$ cat config.mk
export PLATFORM = sky130hd
export DESIGN_NAME = conv_frame_gen_flat
export DESIGN_NICKNAME = d
export VERILOG_FILES = /design/src/rtl/conv_frame_gen_if.sv /design/src/rtl/conv_frame_gen.sv /design/src/flat_wrapper.sv
export SDC_FILE = /design/constraint.sdc
export NUM_CORES = 1
export LEC_CHECK = 0
export CORE_AREA = 4 4 73 75
export CTS_CLUSTER_DIAMETER = 120
export DETAILED_ROUTE_END_ITERATION = 6
export DIE_AREA = 0 0 77 79
export PLACE_DENSITY_LB_ADDON = 0.12
export SETUP_SLACK_MARGIN = 0.02
export SLEW_MARGIN = 0
export SYNTH_ARGS = -nofsm -noshare
export SYNTH_HDL_FRONTEND = slang
export SYNTH_SLANG_ARGS = --single-unit
$ cat constraint.sdc
create_clock -name clk_sig -period 2.6 [get_ports clk_sig]
set_clock_uncertainty 0.1 [all_clocks]
set_input_delay 0.39 -clock clk_sig [delete_from_list [all_inputs] [get_ports clk_sig]]
set_output_delay 0.39 -clock clk_sig [all_outputs]
set_load 0.02 [all_outputs]
$ cat src/rtl/conv_frame_gen_if.sv
// Byte-stream handshake into the frame generator and the bit/strobe pair
// it hands to the convolutional encoder.
interface conv_frame_gen_if;
  logic [7:0] data_in;
  logic       data_valid;
  logic       data_ready;
  logic       q_sig;
  logic       en_p;

  modport master (
    output data_in,
    output data_valid,
    input  data_ready,
    input  q_sig,
    input  en_p
  );

  modport slave (
    input  data_in,
    input  data_valid,
    output data_ready,
    output q_sig,
    output en_p
  );
endinterface

$ cat src/rtl/conv_frame_gen.sv
// Frame bit source for the convolutional encoder: preamble, handshaked
// payload bytes and a zero tail, one bit per CLK_DIV-cycle period.
module conv_frame_gen #(
  parameter int unsigned CLK_DIV       = 8,
  parameter logic [15:0] PRE_PATTERN   = 16'hF0A5,
  parameter int unsigned PAYLOAD_BYTES = 4,
  parameter int unsigned TAIL_LEN      = 3
) (
  input  logic            clk_sig,
  input  logic            rst_n,
  input  logic            start,
  conv_frame_gen_if.slave bus,
  output logic            busy,
  output logic            frame_done
);
  localparam int unsigned DIV_W  = $clog2(CLK_DIV);
  localparam int unsigned TAIL_W = $clog2(TAIL_LEN + 1);
  localparam logic [DIV_W-1:0]  DIV_LAST  = DIV_W'(CLK_DIV - 1);
  localparam logic [TAIL_W-1:0] TAIL_LAST = TAIL_W'(TAIL_LEN - 1);
  localparam logic [7:0]        BYTES     = 8'(PAYLOAD_BYTES);

  typedef enum logic [1:0] {IDLE, PRE, PAY, TAIL} state_t;

  state_t            state;
  logic [DIV_W-1:0]  div;
  logic [3:0]        pre_cnt;
  logic [2:0]        bit_cnt;
  logic [TAIL_W-1:0] tail_cnt;
  logic [7:0]        hold;
  logic              hold_full;
  logic [7:0]        shreg;
  logic [7:0]        byte_cnt;
  logic              stall;
  logic              q_reg;

  logic       ready;
  logic       take;
  logic       bit_end;
  logic       payload_done;
  logic       need_byte;
  logic       load;
  logic [7:0] next_byte;

  always_comb begin
    ready        = ((state == PRE) || (state == PAY)) && !hold_full && (byte_cnt < BYTES);
    take         = ready && bus.data_valid;
    bit_end      = (state != IDLE) && !stall && (div == DIV_LAST);
    payload_done = (byte_cnt == BYTES) && !hold_full;
    need_byte    = stall ||
                   (bit_end && (((state == PRE) && (pre_cnt == 4'd15)) ||
                                ((state == PAY) && (bit_cnt == 3'd7) && !payload_done)));
    // A byte arriving on the very edge it is needed bypasses the holding register.
    load         = need_byte && (hold_full || take);
    next_byte    = hold_full ? hold : bus.data_in;
  end

  assign bus.data_ready = ready;
  assign bus.en_p       = bit_end;
  assign bus.q_sig      = q_reg;

  always_ff @(posedge clk_sig or negedge rst_n) begin
    if (!rst_n) begin
      state      <= IDLE;
      div        <= '0;
      pre_cnt    <= '0;
      bit_cnt    <= '0;
      tail_cnt   <= '0;
      hold       <= '0;
      hold_full  <= 1'b0;
      shreg      <= '0;
      byte_cnt   <= '0;
      stall      <= 1'b0;
      q_reg      <= 1'b0;
      busy       <= 1'b0;
      frame_done <= 1'b0;
    end else begin
      frame_done <= 1'b0;
      if (take) byte_cnt <= byte_cnt + 8'd1;
      if (take && !load) begin
        hold      <= bus.data_in;
        hold_full <= 1'b1;
      end else if (load) begin
        hold_full <= 1'b0;
      end

      case (state)
        IDLE: begin
          if (start) begin
            state     <= PRE;
            busy      <= 1'b1;
            q_reg     <= PRE_PATTERN[15];
            div       <= '0;
            pre_cnt   <= '0;
            bit_cnt   <= '0;
            tail_cnt  <= '0;
            byte_cnt  <= '0;
            hold_full <= 1'b0;
            stall     <= 1'b0;
          end
        end
        default: begin
          if (load) begin
            state   <= PAY;
            shreg   <= next_byte;
            q_reg   <= next_byte[7];
            bit_cnt <= '0;
            div     <= '0;
            stall   <= 1'b0;
          end else if (need_byte) begin
            // Underrun: divider frozen, q_sig held, encoder not strobed.
            state <= PAY;
            stall <= 1'b1;
            div   <= '0;
          end else if (bit_end) begin
            div <= '0;
            if (state == PRE) begin
              pre_cnt <= pre_cnt + 4'd1;
              q_reg   <= PRE_PATTERN[4'd14 - pre_cnt];
            end else if (state == PAY) begin
              if (bit_cnt == 3'd7) begin
                state    <= TAIL;
                q_reg    <= 1'b0;
                tail_cnt <= '0;
              end else begin
                shreg   <= {shreg[6:0], shreg[7]};
                q_reg   <= shreg[6];
                bit_cnt <= bit_cnt + 3'd1;
              end
            end else begin
              q_reg <= 1'b0;
              if (tail_cnt == TAIL_LAST) begin
                state      <= IDLE;
                busy       <= 1'b0;
                frame_done <= 1'b1;
              end else begin
                tail_cnt <= tail_cnt + TAIL_W'(1);
              end
            end
          end else begin
            div <= div + DIV_W'(1);
          end
        end
      endcase
    end
  end
endmodule

$ cat src/flat_wrapper.sv
// flat-port wrapper written by rule: the top's interface ports become plain ports
module conv_frame_gen_flat 
#(
  parameter int unsigned CLK_DIV       = 8,
  parameter logic [15:0] PRE_PATTERN   = 16'hF0A5,
  parameter int unsigned PAYLOAD_BYTES = 4,
  parameter int unsigned TAIL_LEN      = 3
)
  (clk_sig, rst_n, start, busy, frame_done, bus_data_in, bus_data_valid, bus_data_ready, bus_q_sig, bus_en_p);
  conv_frame_gen_if bus_i ();
  input  logic clk_sig;
  input  logic rst_n;
  input  logic start;
  output logic busy;
  output logic frame_done;
  input wire logic [$bits(bus_i.data_in)-1:0] bus_data_in;
  input wire logic [$bits(bus_i.data_valid)-1:0] bus_data_valid;
  output wire logic [$bits(bus_i.data_ready)-1:0] bus_data_ready;
  output wire logic [$bits(bus_i.q_sig)-1:0] bus_q_sig;
  output wire logic [$bits(bus_i.en_p)-1:0] bus_en_p;
  assign bus_i.data_in = bus_data_in;
  assign bus_i.data_valid = bus_data_valid;
  assign bus_data_ready = bus_i.data_ready;
  assign bus_q_sig = bus_i.q_sig;
  assign bus_en_p = bus_i.en_p;
  conv_frame_gen #(.CLK_DIV(CLK_DIV), .PRE_PATTERN(PRE_PATTERN), .PAYLOAD_BYTES(PAYLOAD_BYTES), .TAIL_LEN(TAIL_LEN)) u_core (.clk_sig(clk_sig), .rst_n(rst_n), .start(start), .bus(bus_i), .busy(busy), .frame_done(frame_done));
endmodule
# After elaboration in Yosys (flattened, before gate mapping)
# Memory sizes are Yosys's and may differ from the RTL's.
# Index checks and enable logic that the tools add are counted.
# classes
n_addsub	6
order_cmp	2
n_eq_ne	22
mux	77
n_bitwise	1
reduce_logical	40
# op_table
op	n
$mux W8	10
$mux W2	18
$mux W3	12
$mux W1	31
$mux W4	6
$reduce_and A7 Y1	2
$logic_and A1 B1 Y1	12
$ne A2 B2 Y1 const B	6
$reduce_and A6 Y1	2
$reduce_bool A2 Y1	6
$reduce_and A5 Y1	2
$ne A3 B2 Y1 const B	3
$reduce_bool A3 Y1	3
$add A8 B1 Y8 const B	1
$eq A8 B3 Y1 const B	1
$lt A8 B3 Y1 const B	1
$add A3 B1 Y3 const B	2
$eq A3 B3 Y1 const B	2
$ne A3 B3 Y1 const B	2
$lt A4 B5 Y1 const B	1
$ne A5 B3 Y1 const B	1
$reduce_bool A5 Y1	1
$add A4 B1 Y4 const B	1
$eq A2 B2 Y1 const B	2
other kinds (13)	20
# word_totals
register_bits	43
rom_bits	16
input_bits	12
out_inout_bits	5
wordCells	162
n_memories	1
# mem_list
memory	words	word_bits	read_ports	rd_clocked_by_memory_dff	write_ports	line_no	source
(name not given)	16	1	1	0	0	conv_frame_gen.sv:118	q_reg <= PRE_PATTERN[4'd14 - pre_cnt];

# Longest topological paths before layout
# Gate-level depths: netlist of run 1.
# logic_depth
word_depth	13
depth_mapped	8
depth_no_buf	8

# Worst setup path before layout of run 1
# OpenSTA, ideal clock, no wires.
# synth_path
path_type	reg-to-reg
start	register u_core.state[0]
end	register u_core.shreg[0]
setup_time_ns	0.125
arrival_ns	2.324
required_time_ns	2.375
slack_ns	0.051
path_stages_with_launch	9
n_path_buf	1
synth_period_minus_slack_ns	2.549
cell_sequence	dfrtp_1 -> inv_1 -> ha_1 -> or3b_4 -> a211o_4 -> a21oi_4 -> o21ba_1 -> buf_6 -> mux2_4
# synth_via
elab_chain_cells	9
word_cells_on_any_way	26
classes_between	eq/ne (5); mux (1); bitwise (1); reduce/logical (19)
# synth_lines
element	line_no	source
from (decl)	conv_frame_gen.sv:24	state_t state;
from (signal assigned)	conv_frame_gen.sv:63	state <= IDLE;
from (signal assigned)	conv_frame_gen.sv:89	state <= PRE;
from (signal assigned)	conv_frame_gen.sv:103	state <= PAY;
$eq A2 B2 Y1 or $eq A2 B1 Y1 (tied branches)	-	
$logic_and A1 B1 Y1 or $logic_or A1 B1 Y1 (tied branches)	conv_frame_gen.sv:51, conv_frame_gen.sv:45	
$logic_and A1 B1 Y1 (on tied branches)	conv_frame_gen.sv:51, conv_frame_gen.sv:45	
$logic_or A1 B1 Y1 or $logic_and A1 B1 Y1 (tied branches)	conv_frame_gen.sv:50, conv_frame_gen.sv:45	
$logic_and A1 B1 Y1 (on tied branches)	conv_frame_gen.sv:50, conv_frame_gen.sv:46	
$logic_or A1 B1 Y1 (on tied branches)	conv_frame_gen.sv:49, conv_frame_gen.sv:53	
$logic_and A1 B1 Y1	conv_frame_gen.sv:53	load = need_byte && (hold_full || take);
$ne A2 B2 Y1 (no line), or another cell as far along	-	
$reduce_and A6 Y1 (no line)	-	
to (signal assigned)	conv_frame_gen.sv:104	shreg <= next_byte;
to (signal assigned)	conv_frame_gen.sv:125	shreg <= {shreg[6:0], shreg[7]};
to (decl)	conv_frame_gen.sv:31	logic [7:0] shreg;
# Parallel ways exist; a longest one is shown, timed or not.
# A chain may end at the register's enable or synchronous reset.

# Final worst setup path of run 1
# layout_path
start	register u_core.div[0]
end	register u_core.bit_cnt[0]
# layout_via
elab_chain_cells	7
word_cells_on_any_way	13
classes_between	eq/ne (4); mux (2); reduce/logical (7)
# layout_lines
element	line_no	source
from (decl)	conv_frame_gen.sv:25	logic [DIV_W-1:0] div;
from (signal assigned)	conv_frame_gen.sv:140	div <= div + DIV_W'(1);
$eq A3 B3 Y1 (*)	conv_frame_gen.sv:47	bit_end = (state != IDLE) && !stall && (div == DIV_LAST);
$logic_and A1 B1 Y1 (*)	conv_frame_gen.sv:47	
$logic_and A1 B1 Y1	conv_frame_gen.sv:50	(bit_end && (((state == PRE) && (pre_cnt == 4'd15)) ||
$logic_or A1 B1 Y1	conv_frame_gen.sv:49	need_byte = stall ||
$logic_and A1 B1 Y1	conv_frame_gen.sv:53	
$ne A3 B2 Y1 (no line), or another cell as far along	-	
$reduce_and A6 Y1 (no line) or $mux W3 (tied branches)	-	
to (signal assigned)	conv_frame_gen.sv:127	bit_cnt <= bit_cnt + 3'd1;
to (decl)	conv_frame_gen.sv:27	logic [2:0] bit_cnt;
# Mark *: on every way between the ends. The rest lies on a longest branch, timed or not.

==> flow_metrics.env, run 1 <==
export IMPL_crit_path_start="u_core.div[0]"
export IMPL_die_h_um=79
export IMPL_grt_ovfl_total=0
export IMPL_worstSetupEndpointType="register"
export IMPL_vias_per_cell=5.78
export IMPL_ios=17
export IMPL_grtUsageTotal_pct=18.7
export IMPL_total_power_w=0.00288
export IMPL_nets=272
export IMPL_synth_simple_area_share_pct=13.4
export IMPL_layout_commonest_cell="dfrtp_1"
export IMPL_layout_drive_gt1_share_pct=23.2
export IMPL_synth_main_ff_cell="dfrtp_1"
export IMPL_tightest_slew_ns=0.954
export IMPL_grt_max_degree=44
export IMPL_htreeDepth=2
export IMPL_r2r_cells=8
export IMPL_cap_violations=0
export IMPL_syn2layout_area_growth_pct=18.2
export IMPL_p_int_w=0.00183
export IMPL_final_cell_mix="43 x dfrtp_1, 19 x nand2_1, 17 x mux2i_1, 17 x buf_4, 15 x nor2_1"
export IMPL_async_flop_share_pct=100
export IMPL_grt_pass1_vias=1913
export IMPL_swShare_pct=36.7
export IMPL_wl_per_cell_um=16.6
export IMPL_io_buffers=16
export IMPL_synth_fp_nets=239
export IMPL_crit_end="u_core.bit_cnt[0]"
export IMPL_die_area_um2=6080
export IMPL_synth_top_family_by_area="multiplexers"
export IMPL_drt_total_wl_um=5060
export IMPL_cts_buffer_depth=2
export IMPL_numCtsBuffers=5
export IMPL_clkLatencyLatePin_ns=0.30
export IMPL_drt_pass1_iterations=4
export IMPL_synthesis_area_um2=2370
export IMPL_synth_distinct_cells=48
export IMPL_setup_viol=0
export IMPL_fp_row_count=25
export IMPL_leakage_nw=1.29
export IMPL_r2r_setup_slack_ns=0.15
export IMPL_synthCells=216
export IMPL_antenna_found_initial=0
export IMPL_period_needed_ns=2.45
export IMPL_cp_required_ns=2.69
export IMPL_syn_area_per_cell_um2=11.0
export IMPL_drc=0
export IMPL_ys_ff_latch=43
export IMPL_cp_max_fo=9
export IMPL_grt_pass1_wl_um=9020
export IMPL_core_um2=4660
export IMPL_timing_slew_headroom_pct=36.4
export IMPL_gp_congestion=0.887
export IMPL_hold_class="input port to async pin"
export IMPL_combPwrFrac_pct=46.4
export IMPL_fin_crit_sh_pct=94.2
export IMPL_path_clk_slew_ns=0.09
export IMPL_peakVddDrop_mv=0.474
export IMPL_synth_yosys_seq_area_share_pct=45.5
export IMPL_yosys_warnings=0
export IMPL_path_class="register to register"
export IMPL_rsz0062_at_grt="no"
export IMPL_synth_xor_area_share_pct=1.48
export IMPL_initial_utilization_pct=50.8
export IMPL_drv_slew=0
export IMPL_seq_power_share_pct=37.0
export IMPL_cts_sinks=43
export IMPL_route_vias_total=1758
export IMPL_antennaDiodeCount=0
export IMPL_synth_edf_count=0
export IMPL_synthMuxAreaShare_pct=16.4
export IMPL_die_w_um=77
export IMPL_status="finished clean"
export IMPL_fmax_mhz=408
export IMPL_tns_ns=0
export IMPL_switching_power_w=0.00106
export IMPL_clockRootBuffer="clkbuf_8"
export IMPL_drtIter0Drc=123
export IMPL_hold_viol=0
export IMPL_start_kind="register"
export IMPL_cts_tree="built"
export IMPL_dp_hpwl_um=3740
export IMPL_reg2reg_to="u_core.bit_cnt[0]"
export IMPL_ant_nets=0
export IMPL_synth_compound_area_share_pct=13.6
export IMPL_synthAdderAreaFrac_pct=5.81
export IMPL_powerDensity_nw_per_um2=1030
export IMPL_p_clk_share_pct=16.6
export IMPL_worstPathArrival_ns=2.54
export IMPL_fin_util_pct=60.1
export IMPL_hold_slack_ns=0.128
export IMPL_r2r_start="u_core.div[0]"
per-stage QoR:
stage | cells | worst slack (ns) | area (µm²)
after detailed placement | 296 | -0.00573 | 2670
after CTS | 304 | 0.0483 | 2780
after global placement | 296 | 0.0607 | 2670
final | 304 | 0.151 | 2800
after floorplan | 216 | 0.0512 | 2370
after global routing | 304 | 0.0276 | 2800
registers in the layout, summed over array words and instances, names as in the netlist, named ones only:
name / flops
u_core.bit_cnt: 3
u_core.bus.q_sig: 1
u_core.busy: 1
u_core.byte_cnt: 8
u_core.div: 3
u_core.frame_done: 1
u_core.hold: 8
u_core.hold_full: 1
u_core.pre_cnt: 4
u_core.shreg: 8
u_core.stall: 1
u_core.state: 1
u_core.tail_cnt: 2
synthesized netlist by cell type, types with 2 or more instances:
| cell | n | area (µm²) |
|---|---|---|
| mux2_2 | 14 | 158 |
| o22ai_1 | 3 | 18.8 |
| xnor2_1 | 3 | 26.3 |
| and2_1 | 7 | 43.8 |
| a21oi_1 | 5 | 25.0 |
| inv_1 | 11 | 41.3 |
| nor3_1 | 5 | 25.0 |
| o21bai_1 | 2 | 15.0 |
| buf_6 | 3 | 33.8 |
| ha_1 | 11 | 138 |
| a22o_1 | 3 | 26.3 |
| a211oi_1 | 6 | 45.0 |
| nor4_1 | 3 | 18.8 |
| nor2b_1 | 2 | 12.5 |
| mux2_4 | 4 | 60.1 |
| nand2_1 | 20 | 75.1 |
| clkbuf_1 | 3 | 11.3 |
| nor2_1 | 15 | 56.3 |
| o21ai_0 | 9 | 45.0 |
| dfrtp_1 | 43 | 1080 |
| mux2i_1 | 17 | 170 |
how the worst min path moves through the flow:
stage | start | endpoint | slack (ns)
6_report | rst_n | u_core.byte_cnt[3] | 0.13
5_1_grt | rst_n | u_core.byte_cnt[3] | 0.19
3_3_place_gp | u_core.div[1] | u_core.div[1] | 0.37
4_1_cts | rst_n | u_core.byte_cnt[3] | 0.17
3_5_place_dp | u_core.div[1] | u_core.div[1] | 0.38
2_1_floorplan | rst_n | async pin | -0.006
layer usage:
metal	vias to the layer above	part of all wire, %	GRT usage [%]	wire length (µm)
li1	840	-	-	-
met1	871	43	23.2	2190
met2	36	51	32.6	2560
met3	11	4.2	3.74	214
met4	0	1.8	6.23	92
met5	-	0	0	0
layout make-up:
type | count | area, µm²
tap | 54 | 67.6
multi-input combinational | 155 | 1230
inverter | 11 | 41.3
timing repair buffer | 33 | 280
clock inverter | 1 | 7.51
fill | 419 | 1860
sequential | 43 | 1080
clock buffer | 7 | 96.3
repair_timing:
action,CTS,global route
endpoints found under the hold margin,0,0
gates cloned,0,0
endpoints found under the setup margin,6,18
gates resized for setup,4,5
setup buffers,0,0
hold buffers,0,0
critical path, stage by stage, from the launching register on:
cell	delay, ns
dfrtp_1	0.38
ha_1	0.15
ha_1	0.20
or3b_4	0.43
a211o_4	0.31
a21oi_4	0.14
buf_4	0.21
o21ai_1	0.13
mux2_2	0.29
cell families after synthesis:
logic type                 after synthesis
muxes                                   35
and+or+nand+nor                         62
AOI/OAI and AO/OA                       43
adders and majority gates               11
buffers and inverters                   18
DFF                                     43
xor gates and xnor gates                 4
power by group through the flow:
stage | clock, W | sequential, W | combinational, W
global route | 0.000523 | 0.00111 | 0.00151
finish | 0.000479 | 0.00107 | 0.00134
detailed placement | 0 | 0.00108 | 0.00133
floorplan | 0 | 0.00106 | 0.000901
CTS | 0.000489 | 0.00107 | 0.00133
global placement | 0 | 0.00106 | 0.00127
Power figures use the tool's default switching activity.
==> run 2, diff against run 1 <==
GPL_TIMING_DRIVEN = 1   (was not set)
SETUP_SLACK_MARGIN = 0.2   (was 0.02)
==> flow_metrics.env, run 2 (synthesized netlist as in run 1, its figures left out) <==
export IMPL_fp_row_count=25
export IMPL_dp_cells=293
export IMPL_worstPathArrival_ns=2.53
export IMPL_r2r_setup_slack_ns=0.15
export IMPL_fmax_mhz=408
export IMPL_hold_class="input port to async pin"
export IMPL_reg2reg_to="u_core.shreg[4]"
export IMPL_setup_viol=0
export IMPL_hold_viol=0
export IMPL_dp_hpwl_um=3690
export IMPL_worstSetupEndpointType="register"
export IMPL_cap_violations=0
export IMPL_syn2layout_area_growth_pct=22.2
export IMPL_powerDensity_nw_per_um2=1060
export IMPL_io_buffers=16
export IMPL_die_h_um=79
export IMPL_period_needed_ns=2.45
export IMPL_ios=17
export IMPL_htreeDepth=2
export IMPL_cts_tree="built"
export IMPL_clkLatencyLatePin_ns=0.30
export IMPL_cts_sinks=43
export IMPL_path_clk_slew_ns=0.09
export IMPL_nets=273
export IMPL_grt_pass1_vias=1848
export IMPL_final_cell_mix="42 x dfrtp_1, 18 x nand2_1, 17 x mux2i_1, 17 x buf_4, 15 x nor2_1"
export IMPL_r2r_cells=8
export IMPL_layout_commonest_cell="dfrtp_1"
export IMPL_vias_per_cell=5.74
export IMPL_wl_per_cell_um=16.5
export IMPL_status="finished clean"
export IMPL_antennaDiodeCount=0
export IMPL_drv_slew=0
export IMPL_die_area_um2=6080
export IMPL_gp_congestion=0.842
export IMPL_reg_largest_list="u_core.byte_cnt: 8 flops, u_core.hold: 8 flops, u_core.shreg: 8 flops"
export IMPL_grt_max_degree=44
export IMPL_r2r_start="u_core.div[1]"
export IMPL_antenna_found_initial=0
export IMPL_clockRootBuffer="clkbuf_8"
export IMPL_cp_required_ns=2.68
export IMPL_rsz0062_at_grt="yes"
export IMPL_cts_buffer_depth=2
export IMPL_die_w_um=77
export IMPL_route_vias_total=1750
export IMPL_cp_max_fo=5
export IMPL_timing_slew_headroom_pct=37.8
export IMPL_drc=0
export IMPL_numCtsBuffers=5
export IMPL_tightest_slew_ns=0.933
export IMPL_drt_total_wl_um=5020
export IMPL_layout_drive_gt1_share_pct=26.3
export IMPL_path_class="register to register"
export IMPL_ctsHoldBuffers=0
export IMPL_ant_nets=0
export IMPL_tns_ns=0
export IMPL_leakage_nw=1.30
export IMPL_start_kind="register"
export IMPL_grt_pass1_wl_um=8670
export IMPL_layout_cells_non_filler=305
export IMPL_grt_ovfl_total=0
export IMPL_fin_util_pct=62.1
export IMPL_drtIter0Drc=62
export IMPL_grtUsageTotal_pct=17.8
export IMPL_initial_utilization_pct=50.8
export IMPL_core_um2=4660
export IMPL_peakVddDrop_mv=0.498
export IMPL_fin_crit_sh_pct=94.3
export IMPL_drt_pass1_iterations=4
export IMPL_hold_slack_ns=0.120
-- run 2: changes by cell type in the layout (fill, tap and decap cells not counted), sizes merged --
cell	previous run	this run
buf	18	19
dlygate4sd2	2	0
clkdlybuf4s15	0	1
clkinvlp	1	0
bufinv	0	2
-- run 2: worst max path at each step --
| stage | cells after the start | slack (ns) | endpoint | startpoint |
|---|---|---|---|---|
| after floorplan | 8 | 0.11 | u_core.shreg[0] | u_core.div[0] |
| after global placement | 7 | 0.16 | u_core.busy | u_core.state[0] |
| after detailed placement | 7 | 0.04 | u_core.busy | u_core.state[0] |
| after CTS | 7 | 0.19 | u_core.shreg[4] | u_core.div[0] |
| after global routing | 8 | 0.08 | u_core.shreg[4] | u_core.div[1] |
| final | 8 | 0.15 | u_core.shreg[4] | u_core.div[1] |
-- run 2: where the power goes --
part           internal, W  total, W  switching (W)
registers         0.000919   0.00109       0.000167
clock network     0.000384  0.000625       0.000241
logic             0.000690   0.00137       0.000677
total              0.00199   0.00308        0.00109
-- run 2: metrics by stage --
stage / worst slack [ns] / total power, W / cell area [µm²]
5_1_grt: 0.0773 / 0.00330 / 2890
4_1_cts: 0.193 / 0.00306 / 2860
6_report: 0.149 / 0.00308 / 2890
3_3_place_gp: 0.159 / 0.00230 / 2670
2_1_floorplan: 0.106 / 0.00199 / 2390
3_5_place_dp: 0.0361 / 0.00239 / 2670
-- run 2: repair_timing --
action,CTS,global route
endpoints found under the hold margin,0,0
setup buffers,2,2
pin swaps,1,3
gates resized for setup,10,8
endpoints found under the setup margin,20,25
-- run 2: per-layer routing --
metal	GRT usage, %	wire (µm)	vias up
met5	0	0	-
met4	6.23	60	0
met3	3.29	146	6
met2	30.1	2500	33
met1	23.0	2320	868
li1	-	-	843
-- run 2: critical path: stages, from the launching register on --
cell and delay [ns]:
dfrtp_1 0.38, ha_2 0.21, ha_4 0.14, or3b_4 0.42, a211o_4 0.31, a21oi_4 0.19, o21ba_4 0.15, buf_4 0.14
mux2_4 0.30
-- run 2: layout make-up --
type / instances / area, µm²
clock buffers: 6 / 72.6
repair buffers: 34 / 289
multi-input cells: 155 / 1280
well taps: 54 / 67.6
inverters: 11 / 41.3
fillers: 382 / 1770
clock inverters: 2 / 60.1
flip-flops and latches: 43 / 1080
